`src/rtl/bus_arbiter.sv`:
```
// bus_arbiter: round-robin owner of the serial system bus, holding each grant for a full transaction
module bus_arbiter #(
    parameter  int NUM_MASTERS = 2,
    parameter  int ADDR_BITS   = 16,
    parameter  int DATA_BITS   = 8,
    parameter  int TIMEOUT     = 255,
    localparam int GW          = (NUM_MASTERS > 1) ? $clog2(NUM_MASTERS) : 1
) (
    input  logic                   clk,
    input  logic                   rst,
    input  logic [NUM_MASTERS-1:0] m_req,
    output logic [NUM_MASTERS-1:0] m_grant,
    input  logic [NUM_MASTERS-1:0] m_mode,
    input  logic [NUM_MASTERS-1:0] m_wr_bus,
    input  logic [NUM_MASTERS-1:0] m_master_valid,
    input  logic [NUM_MASTERS-1:0] m_master_ready,
    output logic [NUM_MASTERS-1:0] m_rd_bus,
    output logic [NUM_MASTERS-1:0] m_slave_ready,
    output logic [NUM_MASTERS-1:0] m_slave_valid,
    output logic                   mode,
    output logic                   wr_bus,
    output logic                   master_valid,
    output logic                   master_ready,
    input  logic                   rd_bus,
    input  logic                   slave_ready,
    input  logic                   slave_valid,
    output logic [GW-1:0]          grant_id,
    output logic                   busy,
    output logic                   timeout
);
    localparam logic [2:0] S_IDLE  = 3'd0;
    localparam logic [2:0] S_GRANT = 3'd1;
    localparam logic [2:0] S_ADDR  = 3'd2;
    localparam logic [2:0] S_DATA  = 3'd3;
    localparam logic [2:0] S_REL   = 3'd4;

    logic [2:0]             r_state;
    logic [2:0]             w_next;
    logic [NUM_MASTERS-1:0] r_grant;
    logic [GW-1:0]          r_gid;
    logic [4:0]             r_beat;
    logic [7:0]             r_stall;
    logic                   r_tmode;
    logic                   r_timeout;
    logic [GW-1:0]          w_lo;
    logic [GW-1:0]          w_hi;
    logic                   w_has_hi;
    logic [GW-1:0]          w_pick;
    logic [NUM_MASTERS-1:0] w_onehot;
    logic                   w_act;
    logic                   w_beat;
    logic                   w_hit;

    // round-robin pick: lowest requester above the last grant, else the lowest requester overall
    always_comb begin
        w_lo     = '0;
        w_hi     = '0;
        w_has_hi = 1'b0;
        for (int i = NUM_MASTERS - 1; i >= 0; i--) begin
            if (m_req[i]) w_lo = GW'(i);
            if (m_req[i] && i > int'(r_gid)) begin
                w_hi     = GW'(i);
                w_has_hi = 1'b1;
            end
        end
    end

    assign w_pick   = w_has_hi ? w_hi : w_lo;
    assign w_onehot = NUM_MASTERS'(1) << w_pick;

    // mux is driven from registered state so the bus sees no extra arbitration delay
    assign w_act        = (r_state == S_GRANT) || (r_state == S_ADDR) || (r_state == S_DATA);
    assign mode         = w_act & m_mode[r_gid];
    assign wr_bus       = w_act & m_wr_bus[r_gid];
    assign master_valid = w_act & m_master_valid[r_gid];
    assign master_ready = w_act & m_master_ready[r_gid];
    assign m_rd_bus      = w_act ? (NUM_MASTERS'(rd_bus) << r_gid) : '0;
    assign m_slave_ready = w_act ? (NUM_MASTERS'(slave_ready) << r_gid) : '0;
    assign m_slave_valid = w_act ? (NUM_MASTERS'(slave_valid) << r_gid) : '0;
    assign m_grant  = r_grant;
    assign grant_id = r_gid;
    assign busy     = r_state != S_IDLE;
    assign timeout  = r_timeout;

    // data beats follow the direction latched at the end of the address phase
    assign w_beat = (r_state == S_DATA && !r_tmode) ? (slave_valid & master_ready)
                                                    : (master_valid & slave_ready);
    assign w_hit  = w_act && !w_beat && (r_stall == 8'(TIMEOUT));

    // transaction sequencing; a beat always takes precedence over abandon and watchdog
    always_comb begin
        w_next = r_state;
        case (r_state)
            S_IDLE:  w_next = |m_req ? S_GRANT : S_IDLE;
            S_GRANT: w_next = w_beat ? S_ADDR : (!m_req[r_gid] || w_hit) ? S_REL : S_GRANT;
            S_ADDR:  w_next = (w_beat && r_beat == 5'(ADDR_BITS - 1)) ? S_DATA : w_hit ? S_REL : S_ADDR;
            S_DATA:  w_next = (w_beat && r_beat == 5'(DATA_BITS - 1)) ? S_REL : w_hit ? S_REL : S_DATA;
            S_REL:   w_next = S_IDLE;
            default: w_next = S_IDLE;
        endcase
    end

    // state, grant, beat counting and stall watchdog registers
    always_ff @(posedge clk or posedge rst) begin
        if (rst) begin
            r_state   <= S_IDLE;
            r_grant   <= '0;
            r_gid     <= GW'(NUM_MASTERS - 1);
            r_beat    <= '0;
            r_stall   <= '0;
            r_tmode   <= 1'b0;
            r_timeout <= 1'b0;
        end else begin
            r_state   <= w_next;
            r_grant   <= (w_next == S_GRANT || w_next == S_ADDR || w_next == S_DATA)
                         ? ((r_state == S_IDLE) ? w_onehot : r_grant) : '0;
            r_gid     <= (r_state == S_IDLE && |m_req) ? w_pick : r_gid;
            r_beat    <= !w_act ? '0 : !w_beat ? r_beat
                         : (r_state != S_GRANT && w_next != r_state) ? '0 : r_beat + 5'd1;
            r_stall   <= (!w_act || w_beat || w_next != r_state) ? '0 : r_stall + 8'd1;
            r_tmode   <= (r_state == S_ADDR && w_next == S_DATA) ? mode : r_tmode;
            r_timeout <= w_hit;
        end
    end
endmodule

```
`config.mk`:
```
export PLATFORM = sky130hd
export DESIGN_NAME = bus_arbiter
export DESIGN_NICKNAME = d
export VERILOG_FILES = /design/src/rtl/bus_arbiter.sv
export SDC_FILE = /design/constraint.sdc
export NUM_CORES = 1
export LEC_CHECK = 0
export ABC_AREA = 1
export CORE_MARGIN = 8
export CORE_UTILIZATION = 45
export DETAILED_ROUTE_END_ITERATION = 16
export PLACE_DENSITY = 0.75
export SLEW_MARGIN = 0
export SYNTH_ARGS = -nofsm -noshare
export SYNTH_HDL_FRONTEND = slang
export SYNTH_SLANG_ARGS = --single-unit
```
`constraint.sdc`:
```
create_clock -name clk -period 1.76 [get_ports clk]
set_input_delay 0.44 -clock clk [delete_from_list [all_inputs] [get_ports clk]]
set_output_delay 0.44 -clock clk [all_outputs]
set_load 0.03 [all_outputs]
```
# After elaboration in Yosys (flattened, before gate mapping)
# Cells that the tools add are included.
# Widths: inputs -> output; s select.
# totals
reg_bits,21
latch_bits,0
ram_bits,0
rom_bits,0
input_bits,15
output_inout_bits,15
wordCells,89
n_memories,0
# op_classes
addsub,2
multipliers,0
n_div,0
n_lt_le_gt_ge,2
n_eq_ne,13
shifts,4
n_mux,32
n_bitwise,6
reduce_logical,23
# ops
operator,count
$mux 3,6
$mux 1,16
$mux 5,3
$eq 3x2->1 const B,4
$pmux 3 s4,1
$mux 2,5
$logic_and 1x1->1,9
$add 8x1->8 const B,1
$eq 8x8->1 const B,1
$mux 8,1
$logic_or 1x1->1,7
$and 1x1->1,6
$eq 3x1->1 const B,2
$shl 1x1->2,3
$add 5x1->5 const B,1
$eq 5x3->1 const B,1
$eq 5x4->1 const B,1
$logic_not 1->1,4
$ne 2x1->1 const B,2
$logic_not 3->1,1
$ne 3x1->1 const B,1
$ne 3x3->1,1
$reduce_bool 3->1,1
$lt 1x2->1 const B,1
other kinds (3),3

# Depth between registers and ports, before layout
# depth
word_depth,18
mapped_depth,15
mapped_depth_nobuf,14

# Least setup slack after synthesis
# No wires, ideal clock.
# synth_timing
kind,register -> register
from,register r_gid (netlist: grant_id)
to,register r_stall[2]
setup_ns,0.121
arrival_time_ns,1.929
t_required_ns,1.639
setup_slack_ns,-0.290
path_stages_with_launch,16
path_buffers,2
synth_period_minus_slack_ns,2.050
path_cell_list,dfstp_2 > buf_4 > inv_4 > nor2_2 > nor2_1 > nand3_1 > nand2_1 > nand2_1 > buf_6 > nand3_4 > nand2_1 > nand2_1 > nor2_2 > nor2_4 > nand2_4 > nor2_2
# synth_between
elab_chain_len,15
word_cells_on_any_way,29
classes_between,eq/ne: 1; mux: 15; bitwise: 4; reduce/logical: 9
# synth_lines
element,line,source
"start, declared",40,logic [GW-1:0] r_gid;
"start signal, assigned",108,r_gid <= GW'(NUM_MASTERS - 1);
"start signal, assigned",117,r_gid <= (r_state == S_IDLE && |m_req) ? w_pick : r_gid;
$mux 1 (on tied branches) (2 in a row),"75, 76",
$and 1x1->1 (on tied branches),"75, 76",
$and 1x1->1 (on tied branches),"87, 86",
$mux 1,86,assign w_beat = (r_state == S_DATA && !r_tmode) ? (slave_valid & master_ready)
$logic_not 1->1,--,
$logic_and 1x1->1 (2 in a row),88,assign w_hit = w_act && !w_beat && (r_stall == 8'(TIMEOUT));
$logic_or 1x1->1,95,S_GRANT: w_next = w_beat ? S_ADDR : (!m_req[r_gid] || w_hit) ? S_REL : S_GRANT;
$mux 3 (2 in a row),95,
$pmux 3 s4,93,case (r_state)
$ne 3x3->1,120,r_stall <= (!w_act || w_beat || w_next != r_state) ? '0 : r_stall + 8'd1;
$logic_or 1x1->1 *,120,
$mux 8 *,120,
"end signal, assigned",120,
"end, declared",42,logic [7:0] r_stall;
# Every way passes the cells marked *; elsewhere a longest branch is shown, timed or not. The select of a mux whose other input is x is not followed.
# A chain may end at the register's enable or synchronous reset.

# Worst setup path after layout
# layout_timing
from,register r_gid (netlist: grant_id)
to,register r_stall[3]
# Same word-level chain as after synthesis.

==> run metrics <==
FILL cells ~210; layout cells sized above 1 roughly 43%; Leak ~1.1 nW; Worst setup SP type flop; # port buffers 29; Post-synth EDFFs 0; final WL 3.59 mm; Yosys top cell area share between 30 and 40%; switch share 50.5%; DRT Pass-1 Iters 4; Cell variety after synth 31; endpoints failing setup 25; max_cap viols 0; ANT nets after route 0; Slew HR a little over 70%; clk slew on worst S/H paths ~120 ps; Yosys Warn Count 0; placer congestion estimate slightly below 0.9; Num Clock Sinks 21; Final Total Pwr between 0.003 and 0.004 W; H-tree lvl count 1; Sw Pwr approximately 0.0017 W; initial antenna violation count 0; internal power 0.00168 W; setup repair after global routing missed its margin true; Net count, final about 260; final hold slack 386 ps; clk_skew ~9.5 ps; via/cell ratio approximately 5.0; vias in the first global route 1327; Initial Util slightly below 50%; Iter 0 DRT Violations 48; Synth area leaders dfrtp_1 37%, nand2_1 11%, nor2_1 6.4%; Pwr per Cell Area 1650 nW/um^2; I/O pins 30; cells after synthesis roughly 180; TritonCTS clock tree built; Post-Layout Cell Count between 200 and 300; register bit total from synthesis 21; CTS buffer count 3; sequential share of power roughly a fifth; Slew Limit Fails 0; Core ar. 2780 um^2; Worst EP required approximately 2000 ps; failing checks negative setup slack; crit path DAT roughly 2200 ps; n_diodes 0; Fmax achieved just over 0.5 GHz; worst-margin pin slew roughly 420 ps; Post-synth ARST share 100%; Primary FF master, synth dfrtp_1; DP HPWL roughly 2.7 mm; Rows 19; Die Span Y 70.5 um; area of the mapped netlist about 1300 um^2; DP Worst Slack -605 ps; Peak VDD IR 1.36 mV; clock power share under 10%; die width around 71 um; Hold Fails Final Rpt 0; Tot GR Track Use 14.5%; via count 1345; CTS Buffer Depth 2; Setup WS post-layout -196 ps; Worst Path Max Fanout 7; status complete, but fails checks; kind of critical path flop to flop; number of instances in the placed design between 200 and 300; period utilization 111%; total die area approximately 5000 um^2; Hold Crit Class input port to async pin; combinational power share between 70% and 80%; min Tclk post-route roughly 2000 ps; first-pass GRT wire length between 6 and 7 mm; syn_nets between 150 and 200; CP endpoint kind flop; leading area contributor after synthesis dfrtp_1; total grt overflow 0; sequential fraction of the synthesis area between 30% and 40%; Skew-Pair Late Insertion Delay roughly 300 ps; Synth Area per Inst between 7 and 8 um^2; clk root buf clkbuf_4; largest net degree at the start of global routing 14; DR WL/cell between 10 and 15 um; Post-route DRC 0; synth-to-layout area growth 54.0%
-- kinds of logic (layout without fill, tap and decap cells) --
family	Yosys count	in the layout	synth area share (%)
DFF	21	21	39.3
xor gates and xnor gates	5	5	3.27
adders and majority gates	3	3	2.80
AOI/OAI and AO/OA	12	12	5.98
and+or+nand+nor	107	107	40.0
buffers and inverters	27	92	8.60
-- per-stage QoR --
stage          utilization, %  cell area [um^2]  TNS (ps)
2_1_floorplan               -              1360     -3780
3_3_place_gp             65.9              1830     -8130
4_1_cts                  71.2              1980     -3220
5_1_grt                  74.1              2060     -6550
3_5_place_dp             65.9              1830     -9740
6_report                 74.1              2060     -3380
-- repair_timing --
item                                    in CTS  in global routing
setup buffers                                7                  2
hold endpoints to repair                     0                  0
endpoints found under the setup margin      29                 30
pin swaps                                   15                 14
gates cloned                                 0                  0
hold buffers                                 0                  0
gates resized for setup                     25                 19
-- flip-flops by register name, indices dropped and copies added, names as in the netlist --
register and cells:
r_state 3, r_tmode 1, m_grant 2, r_stall 8, r_beat 5, timeout 1, grant_id 1
-- cell usage after synthesis (3+ instances only) --
master   count
a21oi_1      3
dfrtp_1     20
ha_1         3
inv_1       22
nand2_1     41
nand2_2      4
nand3_1      7
nor2_1      23
nor2_2      12
nor3_1       9
o21ai_0      5
xor2_1       4
-- final cells by class --
type                            instances  area (um^2)  area share, %
Tap cell                               31         38.8           1.88
Inverter                               25          101           4.92
Sequential cell                        21          527           25.5
Multi-Input combinational cell        127          823           39.9
Timing Repair Buffer                   63          544           26.4
Clock inverter                          1         5.00          0.243
Clock buffer                            3         22.5           1.09
-- power by group through the flow --
stage                     Clock, W  Sequential (W)  Combinational (W)
after global placement           0        0.000670            0.00209
after CTS                 0.000235        0.000665            0.00238
final                     0.000230        0.000664            0.00250
after detailed placement         0        0.000674            0.00215
after floorplan                  0        0.000715            0.00136
after global routing      0.000255        0.000675            0.00271
-- cell usage in the layout, fill, tap and decap left out, drive strengths merged, types with 2 or more instances in the layout --
master	count
inv	25
o211ai	2
nor2	37
dlygate4sd2	3
clkdlybuf4s50	13
buf	46
a21oi	3
o21ai	5
clkbuf	3
dfrtp	20
ha	3
nand4	2
nand2	46
xor2	4
nand3	9
nor3	9
-- path summary, 6_finish.rpt --
kind	from	end	slack, ps	cells past startpoint
worst min-delay path	rst	r_beat[3]	390	2
worst min register to register	r_stall[0]	r_stall[0]	540	2
worst max register to register	grant_id	r_stall[3]	-200	13
max in group asynchronous	rst	m_grant[0]	860	3
worst max-delay path	grant_id	r_stall[3]	-200	13
min in group clk	r_stall[0]	r_stall[0]	540	2
-- worst max-delay path, stage by stage, from the launching register on --
cell and delay, ps:
dfstp_2 620, inv_4 70, nor2_1 80, nor2_1 60, nand3_1 80, nand2_2 70, nand2_4 140, nand3_4 150
nand3_2 120, nand2_2 80, nor2_4 140, nor2_4 70, nand2_4 140, nor2_2 50
-- per-layer routing --
| layer | vias to the layer above | GRT usage, % | routed length, um |
|---|---|---|---|
| met2 | 47 | 25.7 | 1780 |
| met5 | - | 0 | 0 |
| li1 | 677 | - | - |
| met1 | 607 | 15.8 | 1490 |
| met4 | 0 | 7.66 | 124 |
| met3 | 14 | 3.07 | 192 |
Note: power is estimated with default switching activity, not from simulation.
